### config.mk
export PLATFORM = sky130hd
export DESIGN_NAME = uart_rx_datapath_flat
export DESIGN_NICKNAME = d
export VERILOG_FILES = /design/src/rtl/uart_rx_datapath_if.sv /design/src/rtl/uart_rx_datapath.sv /design/src/flat_wrapper.sv
export SDC_FILE = /design/constraint.sdc
export NUM_CORES = 1
export LEC_CHECK = 0
export ABC_AREA = 1
export BUFFER_PORTS_ARGS = -buffer_cell sky130_fd_sc_hd__buf_4
export CAP_MARGIN = 20
export CORE_MARGIN = 4
export CORE_UTILIZATION = 60
export CTS_BUF_LIST = sky130_fd_sc_hd__clkbuf_16
export DETAILED_ROUTE_END_ITERATION = 6
export HOLD_SLACK_MARGIN = 0.08
export MAX_ROUTING_LAYER = met4
export PLACE_DENSITY = 0.79
export SYNTH_ARGS = -nofsm -noshare
export SYNTH_HDL_FRONTEND = slang
export SYNTH_SLANG_ARGS = --single-unit
### constraint.sdc
create_clock -name clk -period 2.75 [get_ports clk]
set_input_delay 0 -clock clk [delete_from_list [all_inputs] [get_ports clk]]
set_output_delay 0 -clock clk [all_outputs]
set_load 0.01 [all_outputs]
### src/rtl/uart_rx_datapath_if.sv
`default_nettype none
// ============================================================================
// Module      : uart_rx_datapath_if
// Description : Received-byte status bundle from the UART RX datapath.
// Revision    : 1.0 - initial release
// ============================================================================
interface uart_rx_datapath_if #(
    parameter int DATA_WIDTH = 8
);
    logic [DATA_WIDTH-1:0] RX_data;
    logic                  data_valid;
    logic                  parity_error;
    logic                  framing_error;
    logic                  busy;

    modport master (
        output RX_data,
        output data_valid,
        output parity_error,
        output framing_error,
        output busy
    );

    modport slave (
        input RX_data,
        input data_valid,
        input parity_error,
        input framing_error,
        input busy
    );
endinterface
`default_nettype wire

### src/rtl/uart_rx_datapath.sv
`default_nettype none
// ============================================================================
// Module      : uart_rx_datapath
// Description : Oversampled UART receiver: start/data/parity/stop framing.
// Revision    : 1.0 - initial release
// ============================================================================
module uart_rx_datapath #(
    parameter int DATA_WIDTH  = 8,
    parameter int OVERSAMPLE  = 16,
    parameter int PARITY_TYPE = 0,
    parameter int SYNC_STAGES = 2
) (
    input  wire logic         clk,
    input  wire logic         reset_n,
    input  wire logic         sample_tick,
    input  wire logic         parity_enable,
    input  wire logic         RX_in,
    uart_rx_datapath_if.master status_o
);

    localparam int c_tick_w = (OVERSAMPLE > 1) ? $clog2(OVERSAMPLE) : 1;
    localparam int c_bit_w  = (DATA_WIDTH > 1) ? $clog2(DATA_WIDTH) : 1;
    localparam logic [c_tick_w-1:0] c_tick_mid  = c_tick_w'(OVERSAMPLE/2 - 1);
    localparam logic [c_tick_w-1:0] c_tick_last = c_tick_w'(OVERSAMPLE - 1);
    localparam logic [c_bit_w-1:0]  c_bit_last  = c_bit_w'(DATA_WIDTH - 1);
    localparam logic                c_par_odd   = (PARITY_TYPE != 0);

    typedef enum logic [2:0] {
        ST_IDLE   = 3'd0,
        ST_START  = 3'd1,
        ST_DATA   = 3'd2,
        ST_PARITY = 3'd3,
        ST_STOP   = 3'd4,
        ST_BREAK  = 3'd5
    } state_t;

    state_t                  state_q, state_d;
    logic [SYNC_STAGES-1:0]  sync_q;
    logic [c_tick_w-1:0]     tick_q, tick_d;
    logic [c_bit_w-1:0]      bit_q, bit_d;
    logic [DATA_WIDTH-1:0]   shift_q, shift_d;
    logic                    par_en_q, par_en_d;
    logic                    par_mis_q, par_mis_d;
    logic [DATA_WIDTH-1:0]   rx_data_q, rx_data_d;
    logic                    valid_q, valid_d;
    logic                    perr_q, perr_d;
    logic                    ferr_q, ferr_d;
    logic                    rx_s;

    assign rx_s = sync_q[SYNC_STAGES-1];

    // Synchronizer resets to the idle (mark) level so reset never fakes a start bit.
    always_ff @(posedge clk or negedge reset_n) begin
        if (!reset_n) begin
            sync_q <= '1;
        end else begin
            sync_q <= {sync_q[SYNC_STAGES-2:0], RX_in};
        end
    end

    always_ff @(posedge clk or negedge reset_n) begin
        if (!reset_n) begin
            state_q   <= ST_IDLE;
            tick_q    <= '0;
            bit_q     <= '0;
            shift_q   <= '0;
            par_en_q  <= 1'b0;
            par_mis_q <= 1'b0;
            rx_data_q <= '0;
            valid_q   <= 1'b0;
            perr_q    <= 1'b0;
            ferr_q    <= 1'b0;
        end else begin
            state_q   <= state_d;
            tick_q    <= tick_d;
            bit_q     <= bit_d;
            shift_q   <= shift_d;
            par_en_q  <= par_en_d;
            par_mis_q <= par_mis_d;
            rx_data_q <= rx_data_d;
            valid_q   <= valid_d;
            perr_q    <= perr_d;
            ferr_q    <= ferr_d;
        end
    end

    always_comb begin
        state_d   = state_q;
        tick_d    = tick_q;
        bit_d     = bit_q;
        shift_d   = shift_q;
        par_en_d  = par_en_q;
        par_mis_d = par_mis_q;
        rx_data_d = rx_data_q;
        valid_d   = 1'b0;
        perr_d    = perr_q;
        ferr_d    = ferr_q;

        if (sample_tick) begin
            case (state_q)
                ST_IDLE: begin
                    if (!rx_s) begin
                        state_d = ST_START;
                        tick_d  = '0;
                    end
                end
                ST_START: begin
                    if (tick_q == c_tick_mid) begin
                        tick_d = '0;
                        if (rx_s) begin
                            state_d = ST_IDLE;
                        end else begin
                            state_d   = ST_DATA;
                            bit_d     = '0;
                            par_en_d  = parity_enable;
                            par_mis_d = 1'b0;
                        end
                    end else begin
                        tick_d = tick_q + 1'b1;
                    end
                end
                ST_DATA: begin
                    if (tick_q == c_tick_last) begin
                        tick_d  = '0;
                        shift_d = {rx_s, shift_q[DATA_WIDTH-1:1]};
                        if (bit_q == c_bit_last) begin
                            state_d = par_en_q ? ST_PARITY : ST_STOP;
                        end else begin
                            bit_d = bit_q + 1'b1;
                        end
                    end else begin
                        tick_d = tick_q + 1'b1;
                    end
                end
                ST_PARITY: begin
                    if (tick_q == c_tick_last) begin
                        tick_d    = '0;
                        par_mis_d = rx_s ^ (^shift_q) ^ c_par_odd;
                        state_d   = ST_STOP;
                    end else begin
                        tick_d = tick_q + 1'b1;
                    end
                end
                ST_STOP: begin
                    if (tick_q == c_tick_last) begin
                        tick_d    = '0;
                        rx_data_d = shift_q;
                        perr_d    = par_en_q & par_mis_q;
                        ferr_d    = ~rx_s;
                        valid_d   = 1'b1;
                        state_d   = rx_s ? ST_IDLE : ST_BREAK;
                    end else begin
                        tick_d = tick_q + 1'b1;
                    end
                end
                ST_BREAK: begin
                    // A line held low must return high before another start is honoured.
                    if (rx_s) begin
                        state_d = ST_IDLE;
                    end
                end
                default: begin
                    state_d = ST_IDLE;
                    tick_d  = '0;
                end
            endcase
        end
    end

    assign status_o.RX_data       = rx_data_q;
    assign status_o.data_valid    = valid_q;
    assign status_o.parity_error  = perr_q;
    assign status_o.framing_error = ferr_q;
    assign status_o.busy          = (state_q != ST_IDLE);

endmodule
`default_nettype wire

### src/flat_wrapper.sv
// flat-port wrapper written by rule: the top's interface ports become plain ports
module uart_rx_datapath_flat 
#(
    parameter int DATA_WIDTH  = 8,
    parameter int OVERSAMPLE  = 16,
    parameter int PARITY_TYPE = 0,
    parameter int SYNC_STAGES = 2
)
  (clk, reset_n, sample_tick, parity_enable, RX_in, status_o_RX_data, status_o_data_valid, status_o_parity_error, status_o_framing_error, status_o_busy);
  uart_rx_datapath_if #(.DATA_WIDTH(DATA_WIDTH)) status_o_i ();
  input  wire logic clk;
  input  wire logic reset_n;
  input  wire logic sample_tick;
  input  wire logic parity_enable;
  input  wire logic RX_in;
  output wire logic [$bits(status_o_i.RX_data)-1:0] status_o_RX_data;
  output wire logic [$bits(status_o_i.data_valid)-1:0] status_o_data_valid;
  output wire logic [$bits(status_o_i.parity_error)-1:0] status_o_parity_error;
  output wire logic [$bits(status_o_i.framing_error)-1:0] status_o_framing_error;
  output wire logic [$bits(status_o_i.busy)-1:0] status_o_busy;
  assign status_o_RX_data = status_o_i.RX_data;
  assign status_o_data_valid = status_o_i.data_valid;
  assign status_o_parity_error = status_o_i.parity_error;
  assign status_o_framing_error = status_o_i.framing_error;
  assign status_o_busy = status_o_i.busy;
  uart_rx_datapath #(.DATA_WIDTH(DATA_WIDTH), .OVERSAMPLE(OVERSAMPLE), .PARITY_TYPE(PARITY_TYPE), .SYNC_STAGES(SYNC_STAGES)) u_core (.clk(clk), .reset_n(reset_n), .sample_tick(sample_tick), .parity_enable(parity_enable), .RX_in(RX_in), .status_o(status_o_i));
endmodule
; After elaboration in Yosys (flattened, before gate mapping)
; Index checks and enable logic that the tools add are counted.
[classes]
n_shift = 0
n_reduce_logical = 13
order_cmp = 0
mux = 27
n_addsub = 2
n_bitwise = 4
mul = 0
eq_ne = 17
n_div = 0
[op_table]
columns = cell, count
row1 = two-way mux 3 bit, 13
row2 = one-hot mux 3 bit (6 select lines), 1
row3 = one-hot mux 4 bit (4 select lines), 1
row4 = two-way mux 4 bit, 3
row5 = "inequality test 2 x 1 -> 1 bit, second input constant", 6
row6 = "equality test 3 bit, second input constant", 3
row7 = AND reduction 3 bit, 3
row8 = AND reduction 8 bit, 1
row9 = XOR reduction 8 bit, 1
row10 = "equality test 3 x 2 -> 1 bit, second input constant", 2
row11 = two-way mux 1 bit, 6
row12 = "inequality test 2 bit, second input constant", 3
row13 = one-hot mux 3 bit (2 select lines), 1
row14 = AND reduction 6 bit, 1
row15 = AND reduction 5 bit, 1
row16 = "adder 4 x 1 -> 4 bit, second input constant", 1
row17 = "equality test 4 x 3 -> 1 bit, second input constant", 1
row18 = "equality test 4 bit, second input constant", 1
row19 = AND reduction 4 bit, 1
row20 = nonzero test 2 bit, 2
row21 = "adder 3 x 1 -> 3 bit, second input constant", 1
row22 = "equality test 3 x 1 -> 1 bit, second input constant", 1
row23 = zero test 3 bit, 1
row24 = nonzero test 3 bit, 1
row25 = 6 further kinds, 7
[totals]
ramBits = 0
output_inout_bits = 12
memories = 0
rom_bits = 0
in_bits = 5
regBits = 33
latchBits = 0

; Depth between registers and ports, before layout
[depth]
ltp_word = 4
depth_mapped = 10
ltp_nobuf = 10

; Worst setup path after synthesis
; OpenSTA, ideal clock, no wires.
[synth_timing]
path_kind = register -> register
from = register u_core.tick_q[0]
to = register u_core.bit_q[0]
path_slack_ns = 1.367
arrival_ns = 1.260
stages_incl_launch_ff = 9
cell_sequence = dfrtp_1 > ha_1 > nand2_1 > nor2_1 > nor2_2 > nor2_1 > nand4_2 > nor2_1 > a21oi_1
[synth_between]
elab_chain_len = 3
word_cells_on_any_way = 5
classes_between = 4 x eq/ne / 1 x reduce/logical
[synth_lines]
columns = item, line
row1 = start: declaration, uart_rx_datapath.sv:39  ; logic [c_tick_w-1:0] tick_q, tick_d;
row2 = start signal: assignment, uart_rx_datapath.sv:75  ; tick_q <= tick_d;
row3 = equality test 4 bit or equality test 4 x 3 -> 1 bit (tied branches), "uart_rx_datapath.sv:123, uart_rx_datapath.sv:108"
row4 = inequality test 2 x 1 -> 1 bit (no line), --
row5 = AND reduction 6 bit (no line) (*), --
row6 = end signal: assignment, uart_rx_datapath.sv:76  ; bit_q <= bit_d;
row7 = end: declaration, uart_rx_datapath.sv:40  ; logic [c_bit_w-1:0] bit_q, bit_d;
; Mark *: on every way between the ends. The rest lies on a longest branch, timed or not.
; A chain may end at the register's enable or synchronous reset.

; Worst setup path after layout
[layout_timing]
from = register u_core.tick_q[0]
to = register u_core.rx_data_q[3], in the netlist u_core.status_o.RX_data[3]
[layout_between]
elab_chain_len = 2
[layout_lines]
columns = item, line
row1 = equality test 4 bit, uart_rx_datapath.sv:145  ; if (tick_q == c_tick_last) begin
row2 = AND reduction 3 bit (no line), --
row3 = end signal: assignment, uart_rx_datapath.sv:80  ; rx_data_q <= rx_data_d;
row4 = end: declaration, uart_rx_datapath.sv:44  ; logic [DATA_WIDTH-1:0] rx_data_q, rx_data_d;
; No other way between the ends.

==> impl_metrics.tcl <==
set metrics [dict create \
    yosysWarnings 0 \
    initial_core_util_pct 62.3 \
    layout_common_cells "nand2_1 (70), dfrtp_1 (31), inv_1 (30)" \
    rows 19 \
    hp-class "input port to flip-flop" \
    die_h_um 61.5 \
    fin_tns_setup_ns 0 \
    routedWlPerCell_um 12.2 \
    clock_sinks 33 \
    required_ns 2.88 \
    final_common_cell "nand2_1" \
    irDropWorstVdd_v 0.000863 \
    io_pins 17 \
    p_seq_share_pct 38.2 \
    skew_ns 0.00430 \
    worstSkewPairLatency_ns 0.27 \
    nNetsFinal 248 \
    synthToLayoutAreaGrowth_pct 17.7 \
    synth_area_leaders "dfrtp_1 (45%), nand2_1 (15%), inv_1 (6.1%)" \
    synthesis.nets 225 \
    relSlewSlack_pct 62.9 \
    p_int_mw 1.03 \
    hpwl_um 2350 \
    drc 0 \
    yosysSeqAreaShare_pct 48.2 \
    crit_type "flip-flop to flip-flop" \
    status "complete, no violations" \
    numCtsBuffers 5 \
    netlist.area_leader.share_pct 45.1 \
    core_area_um2 2760 \
    dr_total_vias 1438 \
    placement.io_buffers 16 \
    start_kind "flip-flop" \
    syn-cell-area_um2 1720 \
    ctsHoldBuffers 3 \
    fmax_mhz 564 \
    root_buffer "clkbuf_16" \
    synth-seq-cells 33 \
    grt_max_degree 34 \
    power_frac_comb_pct 30.4 \
    drive_gt1_share_pct 16.6 \
    cts.clk_slew.worst_paths_ns 0.05 \
    synth_top_cell_by_area "dfrtp_1" \
    routed_wl_um 3330 \
    p_clk_share_pct 31.4 \
    hold_viol 0 \
    switching_share_pct 35.5 \
    power.density_nw_per_um2 793 \
    arrival_ns 1.90 \
    finalSetupViolations 0 \
    grt.total_usage_pct 22.1 \
    slew_violations 0 \
    ant_nets 0 \
    vias_per_cell 5.29 \
    endpoint_kind "flip-flop" \
    cts_resized 0 \
    htreeDepth 2 \
    syn_avg_cell_area_um2 7.92 \
    min_period_over_period_pct 64.4 \
    tritoncts "yes" \
    gr-total-overflow 0 \
    grt_pass1_wl_um 5960 \
    place_congestion 0.863 \
    finalCriticalPeriod_ns 1.77 \
    p_leak_nw 1.05 \
    synthCells 217 \
    critPathMaxFanout 21 \
    switching_power_uw 569 \
    drtPass1Iterations 4 \
    rsz0062_at_grt "no" \
    finish.utilization_pct 73.4 \
    antenna_found_initial 0 \
    antennaDiodeCount 0 \
    die_w_um 61.5 \
    grt_pass1_vias 1360 \
    drtIter0Drc 101 \
    cts_setup_buffers 0 \
    dieArea_um2 3790 \
    ys_types 27 \
    cap_violations 0 \
    tightest_slew_ns 0.555 \
    clk_path_buf_depth 2 \
]
## per-layer routing
metal | wire length (um) | vias up | track usage (%)
li1 | - | 728 | -
met1 | 1520 | 664 | 28.2
met2 | 1560 | 37 | 33.5
met3 | 179 | 9 | 6.71
met4 | 65 | 0 | 7.58
met5 | 0 | - | -
## synthesized netlist by cell type
| cell type | n |
|---|---|
| nand3_2 | 1 |
| nand2_1 | 70 |
| nand4_4 | 1 |
| nand2_2 | 3 |
| nand2_4 | 2 |
| nor2_8 | 1 |
| nand3_1 | 13 |
| a22oi_2 | 1 |
| nand4_1 | 1 |
| nor2_2 | 2 |
| dfrtp_1 | 31 |
| buf_2 | 1 |
| ha_1 | 3 |
| xnor2_1 | 1 |
| nor2_1 | 15 |
| o21ai_1 | 7 |
| nor2_4 | 1 |
| inv_2 | 4 |
| dfstp_2 | 2 |
| clkbuf_2 | 1 |
| inv_1 | 28 |
| a21oi_1 | 3 |
| buf_6 | 1 |
| o21ai_0 | 21 |
| nand4_2 | 1 |
| mux2i_1 | 1 |
| o22ai_1 | 1 |
## power by group through the flow
stage	clock [mW]	sequential (mW)	combinational, mW
after detailed placement	0	0.618	0.470
final	0.504	0.612	0.487
after global routing	0.543	0.618	0.548
after CTS	0.514	0.610	0.487
after floorplan	0	0.601	0.371
after global placement	0	0.612	0.450
## registers in the layout, indices dropped and copies added, names as in the netlist
register and cells:
u_core.bit_q 3, u_core.par_en_q 1, u_core.par_mis_q 1, u_core.shift_q 8, u_core.state_q 3, u_core.status_o.RX_data 8, u_core.status_o.data_valid 1, u_core.status_o.framing_error 1
u_core.status_o.parity_error 1, u_core.sync_q 2, u_core.tick_q 4
## worst max-delay path: stages, from the launching register on
cell,delay [ns]
dfrtp_1,0.40
ha_1,0.23
nand3_1,0.17
nor2_1,0.19
nand2_1,0.37
nand2_1,0.17
o21ai_0,0.10
## final timing paths
path	slack (ns)	depth (start not counted)	endpoint	start
min	0.10	3	u_core.par_en_q$_DFFE_PN0P_	sample_tick
min reg2reg	0.36	0	u_core.sync_q[1]$_DFF_PN1_	u_core.sync_q[0]$_DFF_PN1_
max	0.98	6	u_core.status_o.RX_data[3]$_DFFE_PN0P_	u_core.tick_q[0]$_DFFE_PN0P_
max in group asynchronous	2.22	2	u_core.sync_q[0]$_DFF_PN1_	reset_n
max reg2reg	0.98	6	u_core.status_o.RX_data[3]$_DFFE_PN0P_	u_core.tick_q[0]$_DFFE_PN0P_
min in group asynchronous	0.20	2	u_core.status_o.RX_data[1]$_DFFE_PN0P_	reset_n
## area by class of cell
type | instances | area [um2]
inverter | 32 | 120
timing repair buffer | 19 | 150
clock buffer | 5 | 125
clock inverter | 3 | 11.3
tap | 31 | 38.8
multi-input combinational | 149 | 749
fill | 211 | 734
sequential | 33 | 828
## per-stage QoR
step	hold slack (ns)	area (um2)	total power [mW]	setup WS (ns)	std cells
after floorplan	-0.296	1720	0.972	1.37	217
after global placement	-0.0422	1860	1.06	1.11	261
after detailed placement	-0.0399	1860	1.09	0.990	261
after CTS	0.0929	2020	1.61	0.984	272
after global routing	0.137	2020	1.71	0.726	272
final	0.100	2020	1.60	0.978	272
## cells by family (layout without fill, tap and decap cells)
group | Yosys count | count (layout) | share of synthesized area, %
fa+ha+maj | 3 | 3 | 2.18
compound gates | 33 | 33 | 10.1
simple gates | 111 | 111 | 30.2
xor+xnor | 1 | 1 | 0.510
buf+inv | 35 | 59 | 8.22
flops | 33 | 33 | 48.2
mux | 1 | 1 | 0.582
No activity file was read; power rests on OpenSTA's default activity.
